## config.mk

```make
export PLATFORM = sky130hd
export DESIGN_NAME = phy_tx
export DESIGN_NICKNAME = d
export VERILOG_FILES = /design/src/rtl/phy_pkg.sv /design/src/rtl/phy_tx_serializer.sv /design/src/rtl/phy_tx.sv
export SDC_FILE = /design/constraint.sdc
export NUM_CORES = 1
export LEC_CHECK = 0
export CAP_MARGIN = 20
export CORE_MARGIN = 1
export CORE_UTILIZATION = 45
export DETAILED_ROUTE_END_ITERATION = 6
export PLACE_DENSITY_LB_ADDON = 0.2
export SYNTH_ARGS = -nofsm -noshare
export SYNTH_HDL_FRONTEND = slang
export SYNTH_SLANG_ARGS = --single-unit
export TNS_END_PERCENT = 50
```

## constraint.sdc

```tcl
create_clock -name clk_32f -period 1.5 [get_ports clk_32f]
set_input_delay 0.3 -clock clk_32f [delete_from_list [all_inputs] [get_ports clk_32f]]
set_output_delay 0.3 -clock clk_32f [all_outputs]
set_load 0.02 [all_outputs]
```

## src/rtl/phy_pkg.sv

```systemverilog
// Shared PHY link definitions (symbol defaults, lane geometry, TX FSM encoding),
// used by both phy_tx and phy_rx.
package phy_pkg;
  localparam int LANES  = 4;
  localparam int BYTE_W = 8;

  localparam logic [BYTE_W-1:0] COM_BYTE_DEF  = 8'hBC;
  localparam logic [BYTE_W-1:0] IDLE_BYTE_DEF = 8'h7C;

  typedef enum logic {
    ST_SYNC   = 1'b0,
    ST_ACTIVE = 1'b1
  } tx_state_e;

  // A lane's on-wire byte: its data when valid, otherwise the idle symbol.
  function automatic logic [BYTE_W-1:0] lane_byte(input logic vld,
                                                  input logic [BYTE_W-1:0] data,
                                                  input logic [BYTE_W-1:0] idle);
    return vld ? data : idle;
  endfunction
endpackage

```

## src/rtl/phy_tx_serializer.sv

```systemverilog
// MSB-first byte serializer: shifts one bit per clock and parallel-loads the
// next byte on the edge that retires bit 7.
import phy_pkg::*;

module phy_tx_serializer #(
  parameter logic [BYTE_W-1:0] RESET_BYTE = COM_BYTE_DEF
) (
  input  logic              i_clk,
  input  logic              i_rst,
  input  logic [BYTE_W-1:0] i_load_byte,
  output logic              o_serial,
  output logic              o_byte_done
);
  logic [2:0]        r_bit_cnt;
  logic [BYTE_W-1:0] r_shreg;

  always_ff @(posedge i_clk) begin
    if (i_rst) begin
      r_bit_cnt <= '0;
      r_shreg   <= RESET_BYTE;
    end else begin
      r_bit_cnt <= r_bit_cnt + 3'd1;
      if (r_bit_cnt == 3'd7) r_shreg <= i_load_byte;
      else                   r_shreg <= {r_shreg[BYTE_W-2:0], 1'b0};
    end
  end

  assign o_serial    = r_shreg[BYTE_W-1];
  assign o_byte_done = (r_bit_cnt == 3'd7);
endmodule

```

## src/rtl/phy_tx.sv

```systemverilog
// 4-lane PHY transmitter: COM preamble after reset, then byte-interleaved lane data.
// Optional macro PHY_TX_COM_REALIGN_EN: all-invalid frames send COM on lane 0.
import phy_pkg::*;

module phy_tx #(
  parameter int                SYNC_FRAMES = 2,
  parameter logic [BYTE_W-1:0] COM_BYTE    = COM_BYTE_DEF,
  parameter logic [BYTE_W-1:0] IDLE_BYTE   = IDLE_BYTE_DEF
) (
  input  logic              clk_32f,
  input  logic              rst,
  input  logic [BYTE_W-1:0] data_in_0,
  input  logic [BYTE_W-1:0] data_in_1,
  input  logic [BYTE_W-1:0] data_in_2,
  input  logic [BYTE_W-1:0] data_in_3,
  input  logic              valid_in_0,
  input  logic              valid_in_1,
  input  logic              valid_in_2,
  input  logic              valid_in_3,
  output logic              datos_paralelo_serial,
  output logic              ready_out,
  output logic              active_out,
  output logic              idle_out
);
  localparam int SW = (SYNC_FRAMES > 1) ? $clog2(SYNC_FRAMES) : 1;

  tx_state_e r_state, w_state_nxt;
  logic [1:0]                     r_lane_cnt;
  logic [SW-1:0]                  r_sync_cnt;
  logic [LANES-1:1][BYTE_W-1:0]   r_buf_data;
  logic [LANES-1:1]               r_buf_vld;
  logic                           r_idle;

  logic              w_byte_done, w_frame_end, w_sync_last, w_sample, w_all_idle;
  logic [BYTE_W-1:0] w_lane0_byte, w_buf_byte, w_next_byte;
  logic [LANES-1:0]  w_in_vld;

  assign w_in_vld    = {valid_in_3, valid_in_2, valid_in_1, valid_in_0};
  assign w_all_idle  = ~|w_in_vld;
  assign w_frame_end = w_byte_done && (r_lane_cnt == 2'd3);
  assign w_sync_last = (r_sync_cnt == SW'(SYNC_FRAMES - 1));
  assign w_sample    = w_frame_end && ((r_state == ST_ACTIVE) || w_sync_last);

  always_comb begin
    w_state_nxt = r_state;
    if (r_state == ST_SYNC && w_frame_end && w_sync_last) w_state_nxt = ST_ACTIVE;
  end

  always_ff @(posedge clk_32f) begin
    if (rst) begin
      r_state    <= ST_SYNC;
      r_lane_cnt <= '0;
      r_sync_cnt <= '0;
      r_buf_data <= '0;
      r_buf_vld  <= '0;
      r_idle     <= 1'b0;
    end else begin
      r_state <= w_state_nxt;
      if (w_byte_done) r_lane_cnt <= r_lane_cnt + 2'd1;
      if (r_state == ST_SYNC && w_frame_end && !w_sync_last) r_sync_cnt <= r_sync_cnt + SW'(1);
      if (w_sample) begin
        r_buf_data <= {data_in_3, data_in_2, data_in_1};
        r_buf_vld  <= w_in_vld[LANES-1:1];
        r_idle     <= w_all_idle;
      end
    end
  end

  // Lane 0 bypasses the buffer so it can go out on the very next cycle.
`ifdef PHY_TX_COM_REALIGN_EN
  assign w_lane0_byte = lane_byte(valid_in_0, data_in_0, w_all_idle ? COM_BYTE : IDLE_BYTE);
`else
  assign w_lane0_byte = lane_byte(valid_in_0, data_in_0, IDLE_BYTE);
`endif

  always_comb begin
    w_buf_byte = IDLE_BYTE;
    case (r_lane_cnt)
      2'd0:    w_buf_byte = lane_byte(r_buf_vld[1], r_buf_data[1], IDLE_BYTE);
      2'd1:    w_buf_byte = lane_byte(r_buf_vld[2], r_buf_data[2], IDLE_BYTE);
      2'd2:    w_buf_byte = lane_byte(r_buf_vld[3], r_buf_data[3], IDLE_BYTE);
      default: w_buf_byte = IDLE_BYTE;
    endcase
  end

  always_comb begin
    w_next_byte = w_buf_byte;
    if (w_sample)                 w_next_byte = w_lane0_byte;
    else if (r_state == ST_SYNC)  w_next_byte = COM_BYTE;
  end

  phy_tx_serializer #(.RESET_BYTE(COM_BYTE)) u_ser (
    .i_clk       (clk_32f),
    .i_rst       (rst),
    .i_load_byte (w_next_byte),
    .o_serial    (datos_paralelo_serial),
    .o_byte_done (w_byte_done)
  );

  assign ready_out  = w_sample;
  assign active_out = (r_state == ST_ACTIVE);
  assign idle_out   = r_idle;
endmodule

```

==> metrics <==
commonest non-fill, non-tap cell in the layout=nand2_1; reg-to-reg slack, setup=-170 ps; first-pass GRT wire length=7710 um; Synth Register Bits=43; CTS tree=yes; synthesized instance count=about 240; Overall Power=0.00226 W; MaxCap Viol Count=0; failing checks=negative setup slack; Hold Crit Class=flop to flop; Worst-path clk slew=about 80 ps; Vias=around 1800; CP startpoint kind=flop; die width=66.7 um; Worst Skew=5.57 ps; vias in the first global route=1664; Setup TNS=-2000 ps; Req. time, crit path=1200 ps; antenna-violating nets left=0; PwrDens=just under 900 nW/um^2; hold buffer count at CTS=0; post-route minimum period=1690 ps; root buffer cell=clkbuf_8; GR Overflow Total=0; Place WS=-390 ps; Final HPWL DP=around 3200 um; Worst-Margin Slew=about 460 ps; worst setup slack after layout=-192 ps; total die area=between 4000 and 5000 sq um; count of final hold-check violations=0; library cells used by synthesis=31; Yosys warning count=0; Reg2Reg Launch Point=u_ser.r_bit_cnt[0]; sequential cell area=about 860 sq um; Slew Limit Fails=0; footprint of the multi-input gates=roughly 930 sq um; largest vdd supply drop=0.571 mV; FP Rows=23; TritonCTS Buffers=5; Total GRT Usage=23.5%; largest net degree at the start of global routing=31; I/O pin cnt=42; Syn Nets=281; Synth Area per Inst=8.02 sq um; antenna cell count=0; WP buf/inv=2; min-delay src=u_ser.r_bit_cnt[0]; outcome=complete, but fails checks; FMAX=591 MHz; CP top delay family=flip-flops; clk sinks=43; Synth Cell Area=1890 sq um; Fin Hold WS=433 ps; Hold Path Depth=1; CP Cell Sequence=ha_4, ha_4, nand2_4, or2_4, inv_4, buf_6; Clock Latency Late Sink=roughly 300 ps; Final GP Congestion=between 0.8 and 0.9; Die Span Y=66.7 um; fillers=369; Routed wire per std cell=13.3 um; slew margin rel.=about 70%; input/output buffers=41; Lkg Pwr=0.939 nW; Initial Util=47.1%; final wirelength=between 4000 and 5000 um; Setup Crit Path Kind=flop to output port; WHS Endpoint=u_ser.r_bit_cnt[0]; final period utilization=113%; reg2reg path depth=8; most frequent cells in the layout=nand2_1, dfxtp_1, clkdlybuf4s50_1, a21oi_1, nor2_1; initial antenna violation count=0; DRC Markers=0; Crit. End Element=output port; R2R Path End=u_ser.r_shreg[7]; Main synth FF type=dfxtp_1; Finished Cell Area=2580 sq um; Max clock buf depth=2; Final nets=334; RSZ-0062 raised after global routing=yes; vias per cell=5.20; initial DRC count=92; CP most frequent cell=ha_4; Area Growth Syn to Fin=36.7%; layout cells sized above 1=14.5%; CP max FO=2; asr flop ratio synth=0%; number of flops mapped to enable cells by yosys=0; post-placement cell area=around 2400 sq um; final setup vio count=35; drt pass-1 iters=4; area of the core=4000 sq um; Slowest-stage cell, CP=dfxtp_2; number of H-tree levels=2; sequential share of the synthesized area=45.7%; CP max stage delay=350 ps; Critical Path AT=approximately 1400 ps
synth_stat cells (4+ instances only):
library cell	number	share of area [%]
nand2_1	58	12
dfxtp_1	43	46
a21oi_1	30	8.0
nor2_1	18	3.6
o21ai_0	16	4.2
nand3_1	11	2.9
inv_1	9	1.8
ha_1	8	5.3
buf_6	6	3.6
clkbuf_1	5	1.0
a221o_1	4	2.1
nand4_1	4	1.3
stage by stage:
step,utilization [%],instances
floorplan,-,235
global placement,60.2,331
detailed placement,60.2,331
CTS,64.3,340
global route,64.4,339
finish,64.4,339
worst register-to-register path: stages, from the launching register on:
cell and delay [ps]:
dfxtp_2 340, ha_4 160, ha_4 160, nand2_4 60, or2_4 130, inv_4 40
buf_4 220, a311o_1 370, a21oi_1 140
power by group:
part | switching, W | internal [W]
Combinational | 0.0000503 | 0.000113
Sequential | 0.00000782 | 0.00116
Clock | 0.000392 | 0.000539
worst max path at each step:
stage          slack, ps                from  cells past startpoint          endpoint
3_5_place_dp        -390  u_ser.r_bit_cnt[0]                      6         ready_out
5_1_grt             -230  u_ser.r_bit_cnt[1]                      6         ready_out
2_1_floorplan          3  u_ser.r_bit_cnt[0]                      7  u_ser.r_shreg[5]
3_3_place_gp        -360  u_ser.r_bit_cnt[0]                      6         ready_out
4_1_cts             -190  u_ser.r_bit_cnt[0]                      6         ready_out
6_report            -190  u_ser.r_bit_cnt[0]                      6         ready_out
layout make-up:
type,count,area share (%)
Multi-Input combinational cell,169,36.1
Sequential cell,43,33.5
Timing Repair Buffer,59,21.7
Clock buffer,6,3.20
Tap cell,50,2.43
Inverter,10,1.70
Clock inverter,2,1.36
kinds of logic (layout without fill, tap and decap cells):
kind of cell,count (synthesis),in the layout,share of synthesized area [%]
AO/OA/AOI/OAI,58,58,18.0
multiplexers,1,1,0.531
XOR/XNOR,1,1,0.465
adder cells (fa/ha/maj),8,8,5.31
AND/OR/NAND/NOR,101,101,22.8
flip-flops,43,43,45.7
buffers and inverters,23,77,7.23
flip-flops by register name (all words and copies together), names as in the netlist:
register / count
r_buf_vld: 3
u_ser.r_bit_cnt: 3
r_sync_cnt: 1
u_ser.r_shreg: 8
r_lane_cnt: 2
r_buf_data: 24
active_out: 1
idle_out: 1
repair_timing:
action / in CTS / in global routing
cloned: 0 / 0
resized for setup: 20 / 5
pin swaps: 3 / 5
endpoints found under the setup margin: 40 / 37
setup buffers: 1 / 2
metal layers:
layer | track usage, % | up-vias | routed length, um
met5 | 0 | - | 0
met4 | 9.31 | 0 | 99
met3 | 5.82 | 12 | 251
met2 | 37.6 | 45 | 2060
met1 | 30.1 | 803 | 2110
li1 | - | 904 | -
Power figures use the tool's default switching activity.
